### src/rtl/mips_defs.sv
// Shared encodings for the multi-cycle CPU: opcodes, ALU op codes, mux selects and FSM states.
// The main control decoder and the ALU control decoder import the same constants.
package mips_defs;

   localparam logic [5:0] OP_RTYPE = 6'b000000;
   localparam logic [5:0] OP_ORI   = 6'b001101;
   localparam logic [5:0] OP_LW    = 6'b100011;
   localparam logic [5:0] OP_SW    = 6'b101011;
   localparam logic [5:0] OP_BEQ   = 6'b000100;
   localparam logic [5:0] OP_J     = 6'b000010;

   // 3'b011 is reserved and must never be driven
   localparam logic [2:0] ALUOP_ADD   = 3'b000;
   localparam logic [2:0] ALUOP_SUB   = 3'b001;
   localparam logic [2:0] ALUOP_OR    = 3'b010;
   localparam logic [2:0] ALUOP_RTYPE = 3'b100;

   localparam logic [1:0] PCSRC_ALU    = 2'b00;
   localparam logic [1:0] PCSRC_ALUOUT = 2'b01;
   localparam logic [1:0] PCSRC_JUMP   = 2'b10;

   localparam logic [1:0] SRCB_REG     = 2'b00;
   localparam logic [1:0] SRCB_FOUR    = 2'b01;
   localparam logic [1:0] SRCB_IMM     = 2'b10;
   localparam logic [1:0] SRCB_IMM_SH2 = 2'b11;

   typedef enum logic [3:0] {
      S_FETCH     = 4'd0,
      S_DECODE    = 4'd1,
      S_MEM_ADDR  = 4'd2,
      S_MEM_READ  = 4'd3,
      S_MEM_WB    = 4'd4,
      S_MEM_WRITE = 4'd5,
      S_R_EXEC    = 4'd6,
      S_R_WB      = 4'd7,
      S_BRANCH    = 4'd8,
      S_JUMP      = 4'd9,
      S_I_EXEC    = 4'd10,
      S_I_WB      = 4'd11
   } state_t;

   typedef struct packed {
      logic       PCWrite;
      logic       PCWriteCond;
      logic       IorD;
      logic       memRead;
      logic       memWrite;
      logic       IRWrite;
      logic       memToReg;
      logic       regWrite;
      logic       regDst;
      logic       ALUSrcA;
      logic       extop;
      logic [1:0] PCSource;
      logic [1:0] ALUSrcB;
      logic [2:0] ALUop;
      logic       instr_done;
      logic       illegal_op;
   } ctrl_t;

   function automatic logic op_supported(input logic [5:0] op);
      case (op)
         OP_RTYPE, OP_ORI, OP_LW, OP_SW, OP_BEQ, OP_J: op_supported = 1'b1;
         default:                                       op_supported = 1'b0;
      endcase
   endfunction

endpackage

### src/rtl/multi_cycle_control_if.sv
// Control bus between the multi-cycle controller (master) and the datapath (slave).
interface multi_cycle_control_if;
   logic [5:0] OP;
   logic       zero;
   logic       mem_ready;
   logic       PCWrite;
   logic       PCWriteCond;
   logic       IorD;
   logic       memRead;
   logic       memWrite;
   logic       IRWrite;
   logic       memToReg;
   logic       regWrite;
   logic       regDst;
   logic       ALUSrcA;
   logic       extop;
   logic [1:0] PCSource;
   logic [1:0] ALUSrcB;
   logic [2:0] ALUop;
   logic [3:0] state;
   logic       instr_done;
   logic       illegal_op;

   modport master (
      input  OP, zero, mem_ready,
      output PCWrite, PCWriteCond, IorD, memRead, memWrite, IRWrite, memToReg,
             regWrite, regDst, ALUSrcA, extop, PCSource, ALUSrcB, ALUop,
             state, instr_done, illegal_op
   );

   modport slave (
      output OP, zero, mem_ready,
      input  PCWrite, PCWriteCond, IorD, memRead, memWrite, IRWrite, memToReg,
             regWrite, regDst, ALUSrcA, extop, PCSource, ALUSrcB, ALUop,
             state, instr_done, illegal_op
   );
endinterface

### src/rtl/mc_output_decode.sv
// Combinational control-output decode from the current state, mem_ready and (in DECODE) the opcode.
// Reset gates every write enable and the completion/illegal pulses.
module mc_output_decode
   import mips_defs::*;
(
   input  logic       rst_i,
   input  state_t     state_i,
   input  logic       mem_ready_i,
   input  logic [5:0] op_i,
   output ctrl_t      ctrl_o
);

   always_comb begin
      ctrl_o = '0;
      case (state_i)
         S_FETCH: begin
            ctrl_o.memRead  = 1'b1;
            ctrl_o.ALUSrcB  = SRCB_FOUR;
            ctrl_o.ALUop    = ALUOP_ADD;
            ctrl_o.PCSource = PCSRC_ALU;
            ctrl_o.IRWrite  = mem_ready_i;
            ctrl_o.PCWrite  = mem_ready_i;
         end
         S_DECODE: begin
            // branch target is precomputed here and parked in ALUOut
            ctrl_o.ALUSrcB    = SRCB_IMM_SH2;
            ctrl_o.ALUop      = ALUOP_ADD;
            ctrl_o.extop      = 1'b1;
            ctrl_o.illegal_op = !op_supported(op_i);
            ctrl_o.instr_done = !op_supported(op_i);
         end
         S_MEM_ADDR: begin
            ctrl_o.ALUSrcA = 1'b1;
            ctrl_o.ALUSrcB = SRCB_IMM;
            ctrl_o.ALUop   = ALUOP_ADD;
            ctrl_o.extop   = 1'b1;
         end
         S_MEM_READ: begin
            ctrl_o.memRead = 1'b1;
            ctrl_o.IorD    = 1'b1;
         end
         S_MEM_WB: begin
            ctrl_o.regWrite   = 1'b1;
            ctrl_o.memToReg   = 1'b1;
            ctrl_o.instr_done = 1'b1;
         end
         S_MEM_WRITE: begin
            ctrl_o.IorD       = 1'b1;
            ctrl_o.memWrite   = 1'b1;
            ctrl_o.instr_done = mem_ready_i;
         end
         S_R_EXEC: begin
            ctrl_o.ALUSrcA = 1'b1;
            ctrl_o.ALUSrcB = SRCB_REG;
            ctrl_o.ALUop   = ALUOP_RTYPE;
         end
         S_R_WB: begin
            ctrl_o.regWrite   = 1'b1;
            ctrl_o.regDst     = 1'b1;
            ctrl_o.instr_done = 1'b1;
         end
         S_I_EXEC: begin
            ctrl_o.ALUSrcA = 1'b1;
            ctrl_o.ALUSrcB = SRCB_IMM;
            ctrl_o.ALUop   = ALUOP_OR;
         end
         S_I_WB: begin
            ctrl_o.regWrite   = 1'b1;
            ctrl_o.instr_done = 1'b1;
         end
         S_BRANCH: begin
            ctrl_o.ALUSrcA     = 1'b1;
            ctrl_o.ALUSrcB     = SRCB_REG;
            ctrl_o.ALUop       = ALUOP_SUB;
            ctrl_o.PCWriteCond = 1'b1;
            ctrl_o.PCSource    = PCSRC_ALUOUT;
            ctrl_o.instr_done  = 1'b1;
         end
         S_JUMP: begin
            ctrl_o.PCWrite    = 1'b1;
            ctrl_o.PCSource   = PCSRC_JUMP;
            ctrl_o.instr_done = 1'b1;
         end
         default: ctrl_o = '0;
      endcase

      if (rst_i) begin
         ctrl_o.PCWrite     = 1'b0;
         ctrl_o.PCWriteCond = 1'b0;
         ctrl_o.IRWrite     = 1'b0;
         ctrl_o.regWrite    = 1'b0;
         ctrl_o.memWrite    = 1'b0;
         ctrl_o.instr_done  = 1'b0;
         ctrl_o.illegal_op  = 1'b0;
      end
   end

endmodule

### src/rtl/multi_cycle_control.sv
// Multi-cycle CPU main control: state register, opcode latch and next-state sequencing.
// Outputs are decoded combinationally in mc_output_decode.
module multi_cycle_control
   import mips_defs::*;
(
   input logic                   clk,
   input logic                   rst,
   multi_cycle_control_if.master bus
);

   state_t     state_q, state_d;
   logic [5:0] op_q, op_d;
   ctrl_t      ctrl;

   always_comb begin
      state_d = S_FETCH;
      op_d    = op_q;
      case (state_q)
         S_FETCH:     state_d = bus.mem_ready ? S_DECODE : S_FETCH;
         S_DECODE: begin
            op_d = bus.OP;
            case (bus.OP)
               OP_LW, OP_SW: state_d = S_MEM_ADDR;
               OP_RTYPE:     state_d = S_R_EXEC;
               OP_BEQ:       state_d = S_BRANCH;
               OP_J:         state_d = S_JUMP;
               OP_ORI:       state_d = S_I_EXEC;
               default:      state_d = S_FETCH;
            endcase
         end
         // only lw/sw reach MEM_ADDR, so anything but lw is a store
         S_MEM_ADDR:  state_d = (op_q == OP_LW) ? S_MEM_READ : S_MEM_WRITE;
         S_MEM_READ:  state_d = bus.mem_ready ? S_MEM_WB : S_MEM_READ;
         S_MEM_WRITE: state_d = bus.mem_ready ? S_FETCH : S_MEM_WRITE;
         S_R_EXEC:    state_d = S_R_WB;
         S_I_EXEC:    state_d = S_I_WB;
         default:     state_d = S_FETCH;
      endcase
   end

   always_ff @(posedge clk or posedge rst) begin
      if (rst) begin
         state_q <= S_FETCH;
         op_q    <= 6'd0;
      end else begin
         state_q <= state_d;
         op_q    <= op_d;
      end
   end

   mc_output_decode u_decode (
      .rst_i       (rst),
      .state_i     (state_q),
      .mem_ready_i (bus.mem_ready),
      .op_i        (bus.OP),
      .ctrl_o      (ctrl)
   );

   assign bus.PCWrite     = ctrl.PCWrite;
   assign bus.PCWriteCond = ctrl.PCWriteCond;
   assign bus.IorD        = ctrl.IorD;
   assign bus.memRead     = ctrl.memRead;
   assign bus.memWrite    = ctrl.memWrite;
   assign bus.IRWrite     = ctrl.IRWrite;
   assign bus.memToReg    = ctrl.memToReg;
   assign bus.regWrite    = ctrl.regWrite;
   assign bus.regDst      = ctrl.regDst;
   assign bus.ALUSrcA     = ctrl.ALUSrcA;
   assign bus.extop       = ctrl.extop;
   assign bus.PCSource    = ctrl.PCSource;
   assign bus.ALUSrcB     = ctrl.ALUSrcB;
   assign bus.ALUop       = ctrl.ALUop;
   assign bus.instr_done  = ctrl.instr_done;
   assign bus.illegal_op  = ctrl.illegal_op;
   assign bus.state       = state_q;

endmodule

### src/flat_wrapper.sv
// flat-port wrapper written by rule: the top's interface ports become plain ports
module multi_cycle_control_flat import mips_defs::*;
  (clk, rst, bus_OP, bus_zero, bus_mem_ready, bus_PCWrite, bus_PCWriteCond, bus_IorD, bus_memRead, bus_memWrite, bus_IRWrite, bus_memToReg, bus_regWrite, bus_regDst, bus_ALUSrcA, bus_extop, bus_PCSource, bus_ALUSrcB, bus_ALUop, bus_state, bus_instr_done, bus_illegal_op);
  multi_cycle_control_if bus_i ();
  input logic clk;
  input logic rst;
  input wire logic [$bits(bus_i.OP)-1:0] bus_OP;
  input wire logic [$bits(bus_i.zero)-1:0] bus_zero;
  input wire logic [$bits(bus_i.mem_ready)-1:0] bus_mem_ready;
  output wire logic [$bits(bus_i.PCWrite)-1:0] bus_PCWrite;
  output wire logic [$bits(bus_i.PCWriteCond)-1:0] bus_PCWriteCond;
  output wire logic [$bits(bus_i.IorD)-1:0] bus_IorD;
  output wire logic [$bits(bus_i.memRead)-1:0] bus_memRead;
  output wire logic [$bits(bus_i.memWrite)-1:0] bus_memWrite;
  output wire logic [$bits(bus_i.IRWrite)-1:0] bus_IRWrite;
  output wire logic [$bits(bus_i.memToReg)-1:0] bus_memToReg;
  output wire logic [$bits(bus_i.regWrite)-1:0] bus_regWrite;
  output wire logic [$bits(bus_i.regDst)-1:0] bus_regDst;
  output wire logic [$bits(bus_i.ALUSrcA)-1:0] bus_ALUSrcA;
  output wire logic [$bits(bus_i.extop)-1:0] bus_extop;
  output wire logic [$bits(bus_i.PCSource)-1:0] bus_PCSource;
  output wire logic [$bits(bus_i.ALUSrcB)-1:0] bus_ALUSrcB;
  output wire logic [$bits(bus_i.ALUop)-1:0] bus_ALUop;
  output wire logic [$bits(bus_i.state)-1:0] bus_state;
  output wire logic [$bits(bus_i.instr_done)-1:0] bus_instr_done;
  output wire logic [$bits(bus_i.illegal_op)-1:0] bus_illegal_op;
  assign bus_i.OP = bus_OP;
  assign bus_i.zero = bus_zero;
  assign bus_i.mem_ready = bus_mem_ready;
  assign bus_PCWrite = bus_i.PCWrite;
  assign bus_PCWriteCond = bus_i.PCWriteCond;
  assign bus_IorD = bus_i.IorD;
  assign bus_memRead = bus_i.memRead;
  assign bus_memWrite = bus_i.memWrite;
  assign bus_IRWrite = bus_i.IRWrite;
  assign bus_memToReg = bus_i.memToReg;
  assign bus_regWrite = bus_i.regWrite;
  assign bus_regDst = bus_i.regDst;
  assign bus_ALUSrcA = bus_i.ALUSrcA;
  assign bus_extop = bus_i.extop;
  assign bus_PCSource = bus_i.PCSource;
  assign bus_ALUSrcB = bus_i.ALUSrcB;
  assign bus_ALUop = bus_i.ALUop;
  assign bus_state = bus_i.state;
  assign bus_instr_done = bus_i.instr_done;
  assign bus_illegal_op = bus_i.illegal_op;
  multi_cycle_control u_core (.clk(clk), .rst(rst), .bus(bus_i));
endmodule
### config.mk
export PLATFORM = sky130hd
export DESIGN_NAME = multi_cycle_control_flat
export DESIGN_NICKNAME = d
export VERILOG_FILES = /design/src/rtl/mips_defs.sv /design/src/rtl/multi_cycle_control_if.sv /design/src/rtl/mc_output_decode.sv /design/src/rtl/multi_cycle_control.sv /design/src/flat_wrapper.sv
export SDC_FILE = /design/constraint.sdc
export NUM_CORES = 1
export LEC_CHECK = 0
export BUFFER_PORTS_ARGS = -buffer_cell sky130_fd_sc_hd__clkbuf_2
export CAP_MARGIN = 20
export CORE_UTILIZATION = 49
export CTS_BUF_LIST = sky130_fd_sc_hd__clkbuf_4 sky130_fd_sc_hd__clkbuf_8
export CTS_CLUSTER_SIZE = 8
export DETAILED_ROUTE_END_ITERATION = 12
export GPL_ROUTABILITY_DRIVEN = 0
export PLACE_DENSITY = 0.81
export RECOVER_POWER = 25
export SETUP_SLACK_MARGIN = 0.05
export SYNTH_ARGS = -nofsm -noshare
export SYNTH_HDL_FRONTEND = slang
export SYNTH_SLANG_ARGS = --single-unit
### constraint.sdc
create_clock -name clk -period 2 [get_ports clk]
set_input_delay 0.4 -clock clk [delete_from_list [all_inputs] [get_ports clk]]
set_output_delay 0.4 -clock clk [all_outputs]
set_load 0.01 [all_outputs]
# Word level (Yosys, flattened, before mapping)
# Index checks and enable logic that the tools add are counted.
word_totals:
  regBits: 10
  inputBits: 10
  output_inout_bits: 24
  wordCells: 57
classes:
  eq_ne: 17
  mux: 27
  reduce_logical: 11
ops:
  columns: ["op", "count"]
  rows:
  - ["5-bit one-hot mux with 6 select lines", 1]
  - ["4-bit one-hot mux with 7 select lines", 1]
  - ["4-bit one-hot mux with 5 select lines", 1]
  - ["6-bit equality test, second input constant", 3]
  - ["4-bit by 3-bit equality test with 1-bit output, second input constant", 4]
  - ["4-bit equality test, second input constant", 4]
  - ["1-bit two-way mux", 15]
  - ["3-bit two-way mux", 3]
  - ["4-bit by 2-bit equality test with 1-bit output, second input constant", 2]
  - ["2-bit OR reduction", 4]
  - ["6-bit by 2-bit equality test with 1-bit output, second input constant", 1]
  - ["6-bit by 3-bit equality test with 1-bit output, second input constant", 1]
  - ["6-bit by 4-bit equality test with 1-bit output, second input constant", 1]
  - ["6-bit logical NOT", 1]
  - ["2-bit two-way mux", 3]
  - ["6-bit OR reduction", 1]
  - ["5-bit OR reduction", 1]
  - ["4-bit by 1-bit equality test with 1-bit output, second input constant", 1]
  - ["4-bit logical NOT", 1]
  - ["2-bit one-hot mux with 2 select lines", 1]
  - ["4-bit OR reduction", 1]
  - ["1-bit one-hot mux with 3 select lines", 1]
  - ["3-bit OR reduction", 1]
  - ["1-bit one-hot mux with 2 select lines", 1]
  - ["1-bit logical NOT", 1]

# Longest topological paths before layout
depth:
  ltp_word: 7
  depth_mapped: 6
  mapped_depth_nobuf: 4

# By module
# From an unflattened synthesis, not the netlist that was laid out.
unflattened:
  cells_unflattened: 109
  area_unflattened_um2: 920.9
by_module_without_submodules:
  columns: ["module", "instances", "cells_each", "area_per_inst_um2", "seq_area_each_um2"]
  rows:
  - ["multi_cycle_control", 1, 60, 620.6, 250.2]
  - ["mc_output_decode", 1, 49, 300.3, 0.0]

# Worst setup path before layout
# Ideal clock, no wire load.
synth_timing:
  path_kind: "register to output"
  from: "register u_core.state_q[0], in the netlist u_core.bus.state[0]"
  to: "output bus_PCWrite"
  t_arrival_ps: 1317
  required_ps: 1600
  path_slack_ps: 283
  stages_incl_launch_ff: 5
  path_buffers: 2
  path_cell_list: "dfrtp_1 > buf_2 > buf_1 > a21oi_1 > nor4_1"
synth_via:
  elab_chain_len: 3
  elab_cells_between_ends: 4
  cone_classes: "eq/ne: 1; mux: 2; reduce/logical: 1"
synth_lines:
  columns: ["item", "line", "source"]
  rows:
  - ["start, declared", "multi_cycle_control.sv:11", "state_t state_q, state_d;"]
  - ["start signal, assigned", "multi_cycle_control.sv:46", "state_q <= state_d;"]
  - ["4-bit equality test or 4-bit logical NOT (tied branches)", "mc_output_decode.sv:15", "case (state_i)"]
  - ["1-bit one-hot mux with 2 select lines (*)", "mc_output_decode.sv:15", null]
  - ["2-bit two-way mux (*)", "mc_output_decode.sv:87", "if (rst_i) begin"]
  - ["end, declared", "flat_wrapper.sv:10", "output wire logic [$bits(bus_i.PCWrite)-1:0] bus_PCWrite;"]
# Every way passes the cells marked *; elsewhere a longest branch is shown, timed or not.

# Worst setup path after layout
layout_timing:
  from: "register u_core.state_q[0], in the netlist u_core.bus.state[0]"
  to: "output bus_extop"
layout_via:
  elab_chain_len: 3
  elab_cells_between_ends: 4
  cone_classes: "eq/ne: 2; mux: 1; reduce/logical: 1"
layout_lines:
  columns: ["item", "line", "source"]
  rows:
  - ["4-bit by 2-bit equality test with 1-bit output or 4-bit by 1-bit equality test with 1-bit output (tied branches)", "mc_output_decode.sv:15", null]
  - ["2-bit OR reduction (no source line) (*)", null, null]
  - ["1-bit two-way mux (*)", "mc_output_decode.sv:15", null]
  - ["end, declared", "flat_wrapper.sv:20", "output wire logic [$bits(bus_i.extop)-1:0] bus_extop;"]
# Marked as above.

==> results.md <==
- DRT Pass-1 Iters: 4
- Status: completed
- First-pass GRT wire length: 3280 µm
- Slew @ Worst Pin: 317 ps
- Slowest-stage cell, CP: dfrtp_1
- GRT overflow: 0
- Family with the most delay on the worst path: buffers and inverters
- Synth Net Count: 110
- Yosys warnings: 0
- Most used DFF post-synth: dfrtp_1
- Sequential area share after synthesis: 30.3%
- RSZ-0062 raised after global routing: true
- Max Freq: 0.517 GHz
- CTS Root Cell: clkbuf_4
- Avg WL per Cell: 13.7 µm
- Setup crit start kind: flop
- Antenna violations before repair: 0
- Sequence of cells on the critical path: buf_4, nor4b_4, buf_4, or2_2, clkbuf_2
- Cts hold-fix bufs: 0
- Port Buffers: 32
- Post-route DRC: 0
- Final Cycle Share: 96.8%
- Critical path type: flop to output pin
- Clk_lat worst skew: 280 ps
- Post-Route WL: 2090 µm
- DRC marker count from the first detailed-route iteration: 16
- # rows: 14
- Final Hold Viols: 0
- Netlist cell types: 41
- Ys async rst share: 100%
- Mapped Cells: 100
- Inserted Clock Buffers: 3
- Via count: 883
- Vias in the first global route: 753
- Clock Tree Buf Depth: 2
- Critical path capture point type: output pin
- CTS clk-pin slew, worst paths: 70 ps
- Worst VDD drop: 0.000540 V
- Flops & latches, synth: 10
- DP Area: 992 µm²
- Die width: 43.0 µm
- Share of layout cells above drive strength 1: 45.6%
- Max-cap violations: 0
- Total track usage: 23.5%
- Core area: 1540 µm²
- Ant. Diodes: 0
- Largest net degree at the start of global routing: 20
- Crit path required time: 1600 ps
- Leakage: 0.504 nW
- Crit path DAT: 1540 ps
- CP max stage delay: 390 ps
- Mapped Area: 825 µm²
- Clock Skews: 6.58 ps
- Average size of a mapped cell: 8.25 µm²
- Number of flops mapped to enable cells by yosys: 0
- Dpl hpwl: 1500 µm
- Initial core utilization: 53.5%
- Worst Path Buf+Inv: 3
- Count of final setup violators: 0
- Min Tclk post-route: 1940 ps
- Synthesis-to-finish area growth: 35.4%
- Hold Crit Class: primary input to async pin
- Die area: 1850 µm²
- Post-DRT Antenna Nets: 0
- Die Height: 43.0 µm
- Cell area after layout: 1120 µm²
- # IOs: 34
- DP Worst Slack: 249 ps
- Cell mode on critical path: buf_4
- Sink Count: 10
- Pwr dens: 626 nW/µm²
- CTS tree: yes
- Crit-path max FO: 11
- Via density: 5.81
- H-tree depth: 1
- Worst slew margin: 78.7%
- Max-slew violations: 0
- Final setup margin: 64.9 ps
- Nets: 147
power by group:
| group | internal, W | total, W | switching, W |
|---|---|---|---|
| logic | 0.000124 | 0.000247 | 0.000123 |
| registers | 0.000244 | 0.000266 | 0.0000222 |
| clock network | 0.000111 | 0.000186 | 0.0000752 |
worst paths after layout:
kind / start / cells after the start / to / slack, ps
setup reg to reg: u_core.bus.state[2] / 4 / u_core.bus.state[0] / 470
setup / recovery: u_core.bus.state[0] / 5 / bus_extop / 60
hold reg to reg: u_core.op_q[1] / 1 / u_core.op_q[1] / 500
max in group asynchronous: rst / 3 / u_core.bus.state[2] / 1610
min in group clk: bus_OP[3] / 2 / u_core.op_q[3] / 420
hold / removal: rst / 3 / u_core.bus.state[1] / 220
worst min-delay path, delay by kind of cell:
| family | cells | cell delay [ps] |
|---|---|---|
| buffers and inverters | 3 | 450 |
logic make-up (layout without fill, tap and decap cells):
kind of cell / after synthesis / count (layout) / synth area share [%]
multiplexers: 6 / 6 / 8.19
buffers and inverters: 12 / 48 / 8.35
AND/OR/NAND/NOR: 50 / 50 / 34.3
XOR/XNOR: 2 / 2 / 2.12
AO/OA/AOI/OAI: 20 / 20 / 16.7
flip-flops: 10 / 10 / 30.3
state kept, by name, indices dropped and copies added, names as in the netlist:
register / cells
u_core.op_q: 6
u_core.bus.state: 4
metal layers:
metal / routed length (µm) / track usage (%) / vias up
met1: 900 / 28.5 / 423
li1: - / - / 436
met5: 0 / 0 / -
met4: 5 / 3.64 / 0
met3: 99 / 6.38 / 2
met2: 1080 / 42.1 / 22
cells in the mapped netlist, types with 3 or more instances:
library cell  count  area (µm²)
a21oi_1           6        30.0
buf_2             4        20.0
dfrtp_1          10         250
inv_1             3        11.3
mux2_2            6        67.6
nand2_1           4        15.0
nand2b_1          4        25.0
nor2_1           12        45.0
nor3_1           10        50.1
area by class of cell:
type	count	area, µm²
multi-input combinational	78	549
fill	124	425
sequential	10	253
timing repair buffer	41	246
clock buffer	4	36.3
tap	16	20.0
inverter	3	11.3
cell usage in the layout, fill, tap and decap left out, drive strengths merged, types with 2 or more instances in the layout:
master,Yosys,routed
clkbuf,1,34
nor2,12,12
buf,8,11
nor3,10,10
dfrtp,10,10
a21oi,7,7
mux2,6,6
nand2b,5,5
nand2,4,4
inv,3,3
nor4b,3,3
xnor2,2,2
nor3b,2,2
o21a,2,2
nand3,2,2
and3,2,2
o21ai,2,2
nor2b,2,2
nor4,2,2
metrics by stage:
stage	cells	util (%)	setup TNS (ps)	hold slack [ps]	total power, W
5_1_grt	152	72.4	-8.01	247	0.000738
6_report	152	72.4	0	222	0.000699
3_3_place_gp	145	64.4	0	468	0.000483
3_5_place_dp	145	64.4	0	478	0.000492
2_1_floorplan	100	-	0	262	0.000424
4_1_cts	150	68.8	0	185	0.000690
what timing repair did:
item | CTS | global route
setup endpoints to repair | 4 | 8
pin swaps | 1 | 0
resized for setup | 7 | 9
setup buffers | 1 | 2
cloned | 0 | 0
Note: power is estimated with default switching activity, not from simulation.
